**src/rtl/led_pattern_seq_pkg.sv**
```systemverilog
// Shared mode encoding and direction constants for the LED pattern sequencer.
package led_pattern_seq_pkg;

  typedef logic [1:0] mode_t;

  localparam mode_t MODE_OFF    = 2'b00;
  localparam mode_t MODE_SHIFT  = 2'b01;
  localparam mode_t MODE_BOUNCE = 2'b10;
  localparam mode_t MODE_COUNT  = 2'b11;

  localparam logic DIR_LEFT  = 1'b0;
  localparam logic DIR_RIGHT = 1'b1;

endpackage

```
**src/rtl/led_pattern_seq_btn_debounce.sv**
```systemverilog
// Button synchroniser plus counter-based debouncer; emits a single-cycle pulse
// when the accepted level goes from 0 to 1.
module btn_debounce #(
  parameter int DEBOUNCE_CYCLES = 1000000
) (
  input  logic clk,
  input  logic rst,
  input  logic btn_i,
  output logic press_o
);

  localparam int CNT_W = (DEBOUNCE_CYCLES > 2) ? $clog2(DEBOUNCE_CYCLES) : 1;
  localparam logic [CNT_W-1:0] CNT_LAST = CNT_W'(DEBOUNCE_CYCLES - 1);

  logic             sync1_q, sync2_q;
  logic             stable_q, stable_d;
  logic [CNT_W-1:0] cnt_q, cnt_d;
  logic             press_q, press_d;

  always_comb begin
    stable_d = stable_q;
    cnt_d    = '0;
    press_d  = 1'b0;
    if (sync2_q != stable_q) begin
      if (cnt_q == CNT_LAST) begin
        stable_d = sync2_q;
        press_d  = sync2_q;  // release is deliberately silent
      end else begin
        cnt_d = cnt_q + CNT_W'(1);
      end
    end
  end

  always_ff @(posedge clk or posedge rst) begin
    if (rst) begin
      sync1_q  <= 1'b0;
      sync2_q  <= 1'b0;
      stable_q <= 1'b0;
      cnt_q    <= '0;
      press_q  <= 1'b0;
    end else begin
      sync1_q  <= btn_i;
      sync2_q  <= sync1_q;
      stable_q <= stable_d;
      cnt_q    <= cnt_d;
      press_q  <= press_d;
    end
  end

  assign press_o = press_q;

endmodule

```
**src/rtl/led_pattern_seq.sv**
```systemverilog
// LED output stage: each tick_in edge steps the pattern of the current mode,
// and debounced button presses cycle through the four modes.
module led_pattern_seq
  import led_pattern_seq_pkg::*;
#(
  parameter int NUM_LEDS        = 4,
  parameter int DEBOUNCE_CYCLES = 1000000
) (
  input  logic                clk,
  input  logic                rst,
  input  logic                tick_in,
  input  logic                btn_mode,
  output logic [NUM_LEDS-1:0] led,
  output logic [1:0]          mode
);

  localparam logic [NUM_LEDS-1:0] LED_ONE = NUM_LEDS'(1);

  logic                tick1_q, tick2_q, tick_hist_q;
  logic                step;
  logic                press;
  logic [NUM_LEDS-1:0] led_q, led_d;
  mode_t               mode_q, mode_d;
  logic                dir_q, dir_d;

  btn_debounce #(
    .DEBOUNCE_CYCLES(DEBOUNCE_CYCLES)
  ) u_btn_debounce (
    .clk    (clk),
    .rst    (rst),
    .btn_i  (btn_mode),
    .press_o(press)
  );

  assign step = tick2_q ^ tick_hist_q;

  always_comb begin
    mode_d = mode_q;
    led_d  = led_q;
    dir_d  = dir_q;
    if (press) begin
      // A coincident step is dropped: the new mode starts from its initial pattern.
      mode_d = mode_t'(mode_q + 2'd1);
      case (mode_d)
        MODE_SHIFT:  led_d = LED_ONE;
        MODE_BOUNCE: begin
          led_d = LED_ONE;
          dir_d = DIR_LEFT;
        end
        default:     led_d = '0;
      endcase
    end else if (step) begin
      case (mode_q)
        MODE_SHIFT:  led_d = {led_q[NUM_LEDS-2:0], led_q[NUM_LEDS-1]};
        MODE_BOUNCE: begin
          if (dir_q == DIR_LEFT) begin
            led_d = led_q << 1;
            if (led_q[NUM_LEDS-2]) dir_d = DIR_RIGHT;
          end else begin
            led_d = led_q >> 1;
            if (led_q[1]) dir_d = DIR_LEFT;
          end
        end
        MODE_COUNT:  led_d = led_q + LED_ONE;
        default:     led_d = '0;
      endcase
    end
  end

  always_ff @(posedge clk or posedge rst) begin
    if (rst) begin
      tick1_q     <= 1'b0;
      tick2_q     <= 1'b0;
      tick_hist_q <= 1'b0;
      led_q       <= '0;
      mode_q      <= MODE_OFF;
      dir_q       <= DIR_LEFT;
    end else begin
      tick1_q     <= tick_in;
      tick2_q     <= tick1_q;
      tick_hist_q <= tick2_q;
      led_q       <= led_d;
      mode_q      <= mode_d;
      dir_q       <= dir_d;
    end
  end

  assign led  = led_q;
  assign mode = mode_q;

endmodule
```
**config.mk**
```make
export PLATFORM = sky130hd
export DESIGN_NAME = led_pattern_seq
export DESIGN_NICKNAME = d
export VERILOG_FILES = /design/src/rtl/led_pattern_seq_pkg.sv /design/src/rtl/led_pattern_seq_btn_debounce.sv /design/src/rtl/led_pattern_seq.sv
export SDC_FILE = /design/constraint.sdc
export NUM_CORES = 1
export LEC_CHECK = 0
export CAP_MARGIN = 15
export CORE_ASPECT_RATIO = 1.75
export CORE_MARGIN = 3
export CORE_UTILIZATION = 57
export DETAILED_ROUTE_END_ITERATION = 8
export PLACE_DENSITY = 0.77
export SLEW_MARGIN = 40
export SYNTH_ARGS = -nofsm -noshare
export SYNTH_HDL_FRONTEND = slang
export SYNTH_SLANG_ARGS = --single-unit
```
**constraint.sdc**
```tcl
create_clock -name clk -period 2.2 [get_ports clk]
set_input_delay 0.66 -clock clk [delete_from_list [all_inputs] [get_ports clk]]
set_output_delay 0.66 -clock clk [all_outputs]
set_load 0.02 [all_outputs]
```
==> summary.md <==
| Metric | Value |
|---|---|
| Reg clk slew, reported paths | 0.07 ns |
| Hold Crit Class | reg2reg |
| WL final | 3220 um |
| Cts repair resizes | 0 |
| Largest net degree at the start of global routing | 35 |
| Net Count, Synth | 180 |
| Post-synth cell types | 34 |
| DR DRC count | 0 |
| Count of final hold-check violations | 0 |
| Share of cells above drive strength 1 | 11.3% |
| Die W | 47.3 um |
| Placed Cells incl. Taps | 205 |
| Global-route wire length before repair | 5730 um |
| DP Wirelength | 2320 um |
| Routed vias | 1,301 |
| Initial drt markers | 42 |
| Met1 Usage GRT | 25.6% |
| DRT antenna net count | 0 |
| Deepest clock path buffer count | 2 |
| Root Buffer | clkbuf_8 |
| Tot GR Track Use | 21.1% |
| CTS tree | done |
| Max Freq | 478 MHz |
| Critical path's slowest cell | clkdlybuf4s50_1 |
| Die height | 78.3 um |
| Crit-path max FO | 7 |
| TNS Setup | 0 ns |
| CP arrival | 1.43 ns |
| Worst slew pin tran | 0.605 ns |
| Vias in the first global route | 1,273 |
| Io pins | 10 |
| PwrDens | 622 nW/um2 |
| Sequential share of the synthesized area | 49.9% |
| Core Rows | 25 |
| Critical path class | reg2out |
| P&R area growth vs syn | 14.7% |
| DR vias/cell | 6.11 |
| Syn_area_per_cell | 10.1 um2 |
| Antenna Cells | 0 |
| RSZ-0062 raised after global routing | false |
| TritonRoute pass-1 iters | 4 |
| CP Cell Sequence | clkdlybuf4s50_1 |
| Final nets | 196 |
| Non-Filler Instances | 213 |
| Initial core utilization | 61.2% |
| Setup crit end kind | primary output |
| Setup Buffers After CTS | 0 |
| Setup violators final | 0 |
| Met2 usage | 34.5% |
| Hold_buf cts | 0 |
| Synthesized cell area | 1700 um2 |
| WL per Instance | 15.1 um |
| Crit path time final | 2.09 ns |
| Startpoint Class | flip-flop |
| Full die area | 3710 um2 |
| Max_cap viols | 0 |
| Top Usage Layer GRT | met2 |
| IO Port Bufs | 9 |
| Antenna violations before repair | 0 |
| P_leak | 0.858 nW |
| Grt ovf | 0 |
| Relative slew margins | 59.3% |
| GPL Wtd Cong | 0.793 |
| Clock Sinks | 34 |
| Status | complete, no violations |
| Met3 Use GR | 5.05% |
| Maximum vdd drop | 0.624 mV |
| Worst skew pair latency | 0.28 ns |
| CTS Buf Count | 5 |
| Fillers | 204 |
| Fin. max-slew vios | 0 |
| Worst path max stage delay | 0.66 ns |
| CTS H-Tree Depth | 2 |
| Core Area | 2780 um2 |
| Worst Skew | 0.00424 ns |
| Synthesis Warnings | 0 |
| Count of state elements after synthesis | 34 |
| CP required | 1.54 ns |
| Post-Syn Instances | 169 |
| Buf/Inv on CP | 1 |
| Hold_ws | 0.350 ns |
| Cell family contributing the most delay on the critical path | buffers and inverters |
| Fin crit share | 95.1% |
-- per-layer routing --
layer / part of all wire (%) / vias up
li1: - / 627
met2: 56 / 16
met5: 0 / -
met4: 0.84 / 0
met1: 41 / 654
met3: 2.5 / 4
-- sequential cells by signal (all words and copies together), names as in the netlist --
register / count
u_btn_debounce.cnt_q: 20
led: 4
mode: 2
dir_q: 1
tick1_q: 1
tick2_q: 1
tick_hist_q: 1
u_btn_debounce.press_o: 1
u_btn_debounce.stable_q: 1
u_btn_debounce.sync1_q: 1
u_btn_debounce.sync2_q: 1
-- area by class of cell --
| class | instances | area (um2) | area share (%) |
|---|---|---|---|
| well taps | 27 | 33.8 | 1.73 |
| inverters | 7 | 26.3 | 1.34 |
| repair buffers | 12 | 113 | 5.76 |
| flip-flops and latches | 34 | 851 | 43.5 |
| multi-input cells | 125 | 821 | 42.0 |
| clock buffers | 8 | 110 | 5.63 |
-- cells in the mapped netlist --
cell type / n / area [um2]
nor4_1: 5 / 31.3
o22ai_1: 2 / 12.5
nand2_1: 12 / 45.0
and3_2: 1 / 7.51
nand4_2: 1 / 12.5
mux2_2: 2 / 22.5
o311ai_0: 1 / 8.76
nand2b_1: 3 / 18.8
or3_1: 1 / 6.26
a21oi_1: 7 / 35.0
xor2_1: 9 / 78.8
nand4_1: 6 / 37.5
and4_2: 1 / 10.0
and3_1: 1 / 6.26
a222oi_1: 1 / 10.0
or4_4: 1 / 11.3
clkbuf_1: 3 / 11.3
o31ai_1: 1 / 7.51
xnor2_1: 10 / 87.6
a31o_2: 2 / 17.5
nand4_4: 1 / 21.3
nor3_1: 4 / 20.0
ha_1: 7 / 87.6
inv_1: 7 / 26.3
and4b_1: 1 / 10.0
nand3_1: 10 / 50.1
and3b_1: 1 / 8.76
a221oi_1: 1 / 8.76
o21ai_0: 6 / 30.0
a31oi_1: 1 / 6.26
dfrtp_1: 34 / 851
nor2_1: 23 / 86.3
o21a_1: 1 / 7.51
nor2b_1: 2 / 12.5
-- kinds of logic after synthesis --
family | synth area share, %
compound gates | 8.44
xor+xnor | 9.77
fa+ha+maj | 5.14
buf+inv | 2.20
flops | 49.9
mux | 1.32
simple gates | 23.2
-- layout by cell type (no fill, tap or decap) --
cell | Yosys | layout
ha_1 | 7 | 7
o21ai_0 | 6 | 6
clkbuf_8 | 0 | 8
a221oi_1 | 1 | 1
a31o_2 | 2 | 2
or3_1 | 1 | 1
o21a_1 | 1 | 1
nand2_1 | 12 | 12
nor3_1 | 4 | 4
nor2_1 | 23 | 23
and3_2 | 1 | 1
nand4_4 | 1 | 1
nor4_1 | 5 | 5
and3b_1 | 1 | 1
nand4_1 | 6 | 6
or4_4 | 1 | 1
a222oi_1 | 1 | 1
nand2b_1 | 3 | 3
o311ai_0 | 1 | 1
and3_1 | 1 | 1
xor2_1 | 9 | 9
o22ai_1 | 2 | 2
inv_1 | 7 | 7
nand4_2 | 1 | 1
clkdlybuf4s50_1 | 0 | 9
a31oi_1 | 1 | 1
a21oi_1 | 7 | 7
xnor2_1 | 10 | 10
dfrtp_1 | 34 | 34
mux2_2 | 2 | 2
and4_2 | 1 | 1
buf_4 | 0 | 3
nand3_1 | 10 | 10
and4b_1 | 1 | 1
o31ai_2 | 0 | 1
nor2b_1 | 2 | 2
-- stage by stage --
step                      utilization, %  total power [mW]  instance area (um2)  setup WS [ns]
after floorplan                        -             0.679                 1700          0.538
after global placement              66.2             0.696                 1840          0.448
after detailed placement            66.2             0.699                 1840          0.417
after CTS                           70.2              1.23                 1950         0.0985
after global routing                70.2              1.27                 1950         0.0500
final                               70.2              1.22                 1950          0.107
-- report_power, final --
group	total [mW]	internal (mW)	switching, mW
Sequential	0.643	0.634	0.00864
Clock	0.529	0.316	0.213
Combinational	0.0435	0.0160	0.0275
Total	1.22	0.966	0.249
-- worst paths after layout --
path | start | to | slack [ns] | cells after the start
worst max-delay path | mode[0] | mode[0] | 0.11 | 1
min in group asynchronous | rst | tick2_q | 0.77 | 3
worst min-delay path | u_btn_debounce.sync1_q | u_btn_debounce.sync2_q | 0.35 | 0
max in group asynchronous | rst | u_btn_debounce.cnt_q[16] | 1.13 | 3
worst min register to register | u_btn_debounce.sync1_q | u_btn_debounce.sync2_q | 0.35 | 0
worst max register to register | u_btn_debounce.cnt_q[0] | u_btn_debounce.cnt_q[18] | 0.40 | 5
Power figures use the tool's default switching activity.
